[src/rtl/frame_scheduler.sv]
// Per-frame game-logic sequencer: calc strobe, physics, collision sweep, scroll.
// Optional watchdog on pending requests enabled by defining WATCHDOG_EN.
module frame_scheduler #(
  parameter int NUM_PLATFORMS  = 8,
  parameter int TIMEOUT_CYCLES = 1023
) (
  input  logic                             clk,
  input  logic                             rst,
  input  logic                             frame_start,
  input  logic [1:0]                       game_state,
  output logic                             calc_time,
  output logic                             phys_req,
  input  logic                             phys_ack,
  output logic                             coll_req,
  output logic [$clog2(NUM_PLATFORMS)-1:0] coll_idx,
  input  logic                             coll_ack,
  input  logic                             coll_hit,
  output logic                             scroll_req,
  input  logic                             scroll_ack,
  output logic                             hit_valid,
  output logic [$clog2(NUM_PLATFORMS)-1:0] hit_idx,
  output logic                             busy,
  output logic                             frame_done,
  output logic                             overrun,
  output logic                             timeout_err
);

  localparam int IDX_W = $clog2(NUM_PLATFORMS);
  localparam logic [IDX_W-1:0] LAST_IDX = IDX_W'(NUM_PLATFORMS - 1);

  if (NUM_PLATFORMS < 2 || TIMEOUT_CYCLES < 1) begin : g_bad_params
    $error("frame_scheduler: NUM_PLATFORMS must be >= 2 and TIMEOUT_CYCLES >= 1");
  end

  typedef enum logic [2:0] {IDLE, CALC, PHYS, COLL, SCROLL, DONE} state_t;

  state_t state, state_nx;
  logic   wd_expire;

`ifdef WATCHDOG_EN
  localparam int WD_W = $clog2(TIMEOUT_CYCLES + 1);
  logic [WD_W-1:0] wd_cnt;
  logic            waiting;

  assign waiting   = (phys_req & ~phys_ack) | (coll_req & ~coll_ack) | (scroll_req & ~scroll_ack);
  // Fires on the TIMEOUT_CYCLES-th consecutive cycle without a transfer.
  assign wd_expire = waiting && (wd_cnt == WD_W'(TIMEOUT_CYCLES - 1));

  always_ff @(posedge clk) begin
    if (rst || !waiting) wd_cnt <= '0;
    else                 wd_cnt <= wd_cnt + 1'b1;
  end

  always_ff @(posedge clk) begin
    if (rst)            timeout_err <= 1'b0;
    else if (wd_expire) timeout_err <= 1'b1;
  end
`else
  assign wd_expire   = 1'b0;
  assign timeout_err = 1'b0;
`endif

  always_ff @(posedge clk) begin
    if (rst) state <= IDLE;
    else     state <= state_nx;
  end

  always_comb begin
    state_nx = state;
    case (state)
      IDLE:    if (frame_start) state_nx = CALC;
      CALC:    state_nx = (game_state == 2'd1) ? PHYS : DONE;
      PHYS: begin
        if (phys_ack)       state_nx = COLL;
        else if (wd_expire) state_nx = DONE;
      end
      COLL: begin
        if (coll_ack) begin
          if (coll_idx == LAST_IDX) state_nx = SCROLL;
        end else if (wd_expire) begin
          state_nx = DONE;
        end
      end
      SCROLL:  if (scroll_ack || wd_expire) state_nx = DONE;
      DONE:    state_nx = IDLE;
      default: state_nx = IDLE;
    endcase
  end

  always_comb begin
    calc_time  = 1'b0;
    phys_req   = 1'b0;
    coll_req   = 1'b0;
    scroll_req = 1'b0;
    frame_done = 1'b0;
    busy       = 1'b1;
    case (state)
      IDLE:    busy       = 1'b0;
      CALC:    calc_time  = 1'b1;
      PHYS:    phys_req   = 1'b1;
      COLL:    coll_req   = 1'b1;
      SCROLL:  scroll_req = 1'b1;
      DONE:    frame_done = 1'b1;
      default: busy       = 1'b0;
    endcase
  end

  always_ff @(posedge clk) begin
    if (rst || state == CALC)
      coll_idx <= '0;
    else if (state == COLL && coll_ack && coll_idx != LAST_IDX)
      coll_idx <= coll_idx + 1'b1;
  end

  // Only the first hit of the sweep is kept, i.e. the lowest platform index.
  always_ff @(posedge clk) begin
    if (rst || state == CALC) begin
      hit_valid <= 1'b0;
      hit_idx   <= '0;
    end else if (state == COLL && coll_ack && coll_hit && !hit_valid) begin
      hit_valid <= 1'b1;
      hit_idx   <= coll_idx;
    end
  end

  always_ff @(posedge clk) begin
    if (rst)                               overrun <= 1'b0;
    else if (frame_start && state != IDLE) overrun <= 1'b1;
  end

endmodule
[config.mk]
export PLATFORM = sky130hd
export DESIGN_NAME = frame_scheduler
export DESIGN_NICKNAME = d
export VERILOG_FILES = /design/src/rtl/frame_scheduler.sv
export SDC_FILE = /design/constraint.sdc
export NUM_CORES = 1
export LEC_CHECK = 0
export ABC_AREA = 1
export BUFFER_PORTS_ARGS = -buffer_cell sky130_fd_sc_hd__buf_2
export CAP_MARGIN = 10
export CORE_AREA = 5 5 46 48
export CTS_BUF_LIST = sky130_fd_sc_hd__clkbuf_4 sky130_fd_sc_hd__clkbuf_8 sky130_fd_sc_hd__clkbuf_16
export CTS_CLUSTER_DIAMETER = 60
export CTS_CLUSTER_SIZE = 25
export DETAILED_ROUTE_END_ITERATION = 12
export DIE_AREA = 0 0 51 53
export PLACE_DENSITY = 0.68
export RECOVER_POWER = 50
export SETUP_SLACK_MARGIN = 0.3
export SYNTH_ARGS = -nofsm -noshare
export SYNTH_HDL_FRONTEND = slang
export SYNTH_SLANG_ARGS = --single-unit
[constraint.sdc]
create_clock -name clk -period 1.2 [get_ports clk]
set_input_delay 0.18 -clock clk [delete_from_list [all_inputs] [get_ports clk]]
set_output_delay 0.18 -clock clk [all_outputs]
set_load 0.01 [all_outputs]
Word-level counts from Yosys, hierarchy flattened. Index checks and enable logic that the tools add are counted. W data, S select, Z words.

Eq/ne operators: 13. Add/sub/neg operators: 1. Muxes and demuxes: 13. Reduce and logical (&&, ||, !) cells: 11.

Operators with widths (number): $mux W3 (6); $pmux W3 S5 (1); $ne A2 B2 Y1 const B (5); $eq A3 B3 Y1 const B (3); $eq A3 B2 Y1 const B (2); $mux W1 (6); $logic_and A1 B1 Y1 (5); $reduce_and A5 Y1 (1); $reduce_or A5 Y1 (1); $add A3 B1 Y3 const B (1); $eq A3 B1 Y1 const B (1); $logic_not A3 Y1 (1); $ne A3 B3 Y1 const B (1); $reduce_bool A3 Y1 (1); $eq A2 B1 Y1 const B (1); $logic_not A1 Y1 (1); $logic_or A1 B1 Y1 (1).

Output and inout port bits: 15. Bits of input ports: 9. Flip-flop bits (word level): 11. Logic and storage cells: 43.

Depth between registers and ports, before layout.
Depth after elaboration: 4. Gate-level depth with buffers: 9. Gate-level depth less buffers: 9.

Worst setup path before layout. No wires, ideal clock.

Path kind: register to register. Start point: register coll_idx[0]. End point: register state[1]. Library setup time: 0.113 ns. Required time: 1.087 ns. Arrival: 1.205 ns. Buffers on the path: 0. Setup slack: -0.117 ns. Cell stages (with the launch flop): 10. Period minus slack after synthesis: 1.317 ns. Cell sequence: dfxtp_1 -> ha_1 -> ha_1 -> nand2_1 -> nand2_1 -> nand2_1 -> nor2_1 -> nand2_1 -> nand2_1 -> nor2_1.

Cells in the longest elaborated chain, start to end: 3.

Ends and longest elaborated chain: start: declaration (line 15) `output logic [$clog2(NUM_PLATFORMS)-1:0] coll_idx,`; start signal: assignment (line 112) `coll_idx <= coll_idx + 1'b1;`; $eq A3 B3 Y1 (line 79) `if (coll_idx == LAST_IDX) state_nx = SCROLL;`; $ne A2 B2 Y1 (no source line); $reduce_and A5 Y1 (no source line); end signal: assignment (line 65) `else state <= state_nx;`; end: declaration (line 37) `state_t state, state_nx;`.

No other way between the ends. A chain may end at the register's enable or synchronous reset.

Worst setup path after layout.
Start point: register state[2]. End point: output busy.

Cells in the longest elaborated chain, start to end: 3. Elaborated cells on any way between the ends: 7. Classes of those cells: 5 x eq/ne; 1 x mux; 1 x reduce/logical.

Ends and longest elaborated chain: $eq A3 B1 Y1, or another cell as far along (line 97) `case (state)`; $reduce_or A5 Y1 (no source line) *; $mux W1 * (line 97); end: declaration (line 22) `output logic busy,`.

Every way passes the cells marked *; elsewhere a longest branch is shown, timed or not.

==> summary.txt <==
Logic synthesis
  – Top-count cell post-synth: nand2_1
  – Synth top area share: about a third
  – Top cells by count, synth: nand2_1, inv_1, dfxtp_1, nor2_1, a21oi_1
  – Yosys cell types: 19
  – Register area share after synthesis: a little over a third
  – Post-synth EDFFs: 0
  – Post-Synthesis Cell Area: around 630 µm²
  – Asr flop ratio synth: 0%
  – Syn_nets: 100
  – Yosys top cell by area: dfxtp_1
  – Mapped Cells: 89
  – Most frequently used flop master after synthesis: dfxtp_1
  – FF+latch count, synth: 11
  – Area contributors post-synth: dfxtp_1, nand2_1, inv_1
  – Warnings from Yosys: 0
  – Syn avg cell area: 7.114 µm²

Placed design
  – Gpl congestion: about 0.77
  – DP Area: between 800 and 900 µm²
  – Port Buffers: 22
  – HPWL Detailed: about 1200 µm
  – Cells after DPL: ~130

Critical path
  – Type of the worst setup path: reg -> out
  – CP arrival: approximately 1.1 ns
  – Worst endpoint required time: 1.02 ns
  – Worst Path Max Fanout: 8
  – Crit start category: register
  – Crit. End Element: output port

Status
  – Failing checks: setup timing
  – Status: finished with violations

Drt
  – Final WL: roughly 1700 µm
  – Drt wl/cell: approximately 12 µm
  – Initial DRC Count: 5
  – Vias per std cell: about 4.7
  – Via count: slightly below 700
  – Total iterations of the first detailed-routing run: 2
  – Drt drc: 0
  – Post-DRT Antenna Nets: 0

Global routing
  – First-pass GRT wire length: between 2000 and 3000 µm
  – Total track usage: a little over an eighth
  – Antenna violations before repair: 0
  – Vias in the first global route: about 650
  – Largest net degree at the start of global routing: 9
  – Grt ovf: 0

Floorplanning
  – Top Ports: 24
  – Chip height: 53 µm
  – Initial Utilization: between 30% and 40%
  – Die W: a little over 50 µm
  – Die area: between 2000 and 3000 µm²
  – CORE AREA: 1670 µm²
  – Number of cell rows: 15

Flow run
  – Max_cap viols: 0

Final layout
  – Reg area: approximately 240 µm²
  – Post-route cell area: 1170 µm²
  – Non-filler cells, final: between 100 and 150
  – ANT cells: 0
  – Layout Nets: ~140
  – Finished Core Util: ~70%
  – Multi-input logic area: 470.5 µm²
  – Area Growth Syn to Fin: 84.78%
  – Filler cell count: 134
  – Layout cell share with drive strength beyond 1: between 60% and 70%

Timing
  – Slew Limit Fails: 0
  – Final setup vio count: 10
  – Fin. Hold Viols: 0
  – F_max: 0.7880 GHz
  – Clock Skew: 0.003071 ns
  – Unrepaired setup endpoints after global routing: yes
  – Worst setup margin: -0.06905 ns
  – Minimum clock period: ~1.3 ns
  – Period utilisation layout: 105.8%

Clock tree
  – Clock sinks: 11
  – CTS tree: yes
  – Clock buffer depth: 2
  – H-Tree Depth: 1
  – CTS Hold Bufs: 0
  – Clk slew on worst S/H paths: approximately 0.070 ns
  – CTS Buf Count: 3
  – Root buffer cell: clkbuf_4
  – Latest clock arrival within the worst-skew pair: roughly 0.27 ns

Power and ir drop
  – Leakage Power: between 0.5 and 0.6 nW
  – Pwr Total: roughly 2.0 mW
  – VDD IR max: just over 900 µV
  – Cell Pwr Density: approximately 1700 nW/µm²

Min path
  – HP Class: in -> reg
## cell type report
| cell class | instances | share of cell area [%] |
|---|---|---|
| clock buffer | 4 | 2.567 |
| inverter | 18 | 6.203 |
| multi-input combinational | 58 | 40.21 |
| sequential | 11 | 20.64 |
| timing repair buffer | 36 | 28.56 |
| tap | 17 | 1.818 |
## flip-flops by register name, indices dropped and copies added, names as in the netlist
name       cells
coll_idx       3
overrun        1
hit_idx        3
hit_valid      1
state          3
## final timing paths
path	start	endpoint	slack (ns)	depth (start not counted)
worst max register to register	coll_idx[0]$_SDFFE_PP0P_	coll_idx[0]$_SDFFE_PP0P_	-0.04	5
worst max-delay path	state[2]$_SDFFE_PP0P_	busy	-0.07	4
worst min register to register	overrun$_SDFFE_PP0P_	overrun$_SDFFE_PP0P_	0.48	2
worst min-delay path	rst	state[0]$_SDFFE_PP0P_	0.13	2
## cells in the final DEF, fill, tap and decap left out, types with 2 or more instances in the layout
master,n
inv_2,3
dfxtp_1,4
inv_4,2
a21oi_1,3
clkbuf_4,4
nor2_1,4
buf_12,2
buf_2,10
dfxtp_4,5
nand2_1,10
o21ai_2,2
nor2_4,5
inv_1,13
buf_6,17
dfxtp_2,2
nand2_2,10
nor2_2,2
nand3b_1,2
ha_4,2
a21oi_2,5
buf_4,7
nand3_1,3
nor3b_2,3
## per-stage QoR
stage | setup WS, ns | hold slack, ns | setup TNS, ns
finish | -0.06905 | 0.1294 | -0.2631
global route | -0.1315 | 0.1234 | -1.161
CTS | -0.04936 | 0.1041 | -0.1759
detailed placement | -0.02260 | 0.3963 | -0.05923
global placement | -0.002938 | 0.3935 | -0.002938
floorplan | -0.01452 | 0.2417 | -0.01452
## timing repair
| action | CTS | global route |
|---|---|---|
| endpoints found under the hold margin | 0 | 0 |
| gates resized for setup | 48 | 16 |
| endpoints found under the setup margin | 25 | 25 |
| pin swaps | 10 | 8 |
| buffers inserted | 4 | 5 |
## cells by family after synthesis
| group | synth area share, % |
|---|---|
| DFF | 34.78 |
| other | 0.5923 |
| adders and majority gates | 3.952 |
| and+or+nand+nor | 39.13 |
| buffers and inverters | 13.04 |
| AOI/OAI and AO/OA | 8.496 |
## routing by layer
metal / wire length (µm) / track usage (%) / share of wire, %
met1: 670 / 13.90 / 39
met2: 945 / 24.89 / 55
met3: 88 / 1.972 / 5.1
met4: 22 / 7.175 / 1.3
met5: 0 / 0 / 0
## power breakdown
part / internal (mW) / switching, mW / total [mW]
combinational: 0.584 / 0.639 / 1.22
sequential: 0.444 / 0.0920 / 0.536
clock: 0.151 / 0.128 / 0.279
## worst max-delay path, stage by stage (launching register included)
cell,delay [ns]
dfxtp_2,0.33
buf_12,0.14
nor2_4,0.10
nand3b_1,0.12
buf_2,0.13
Note: power is estimated with default switching activity, not from simulation.
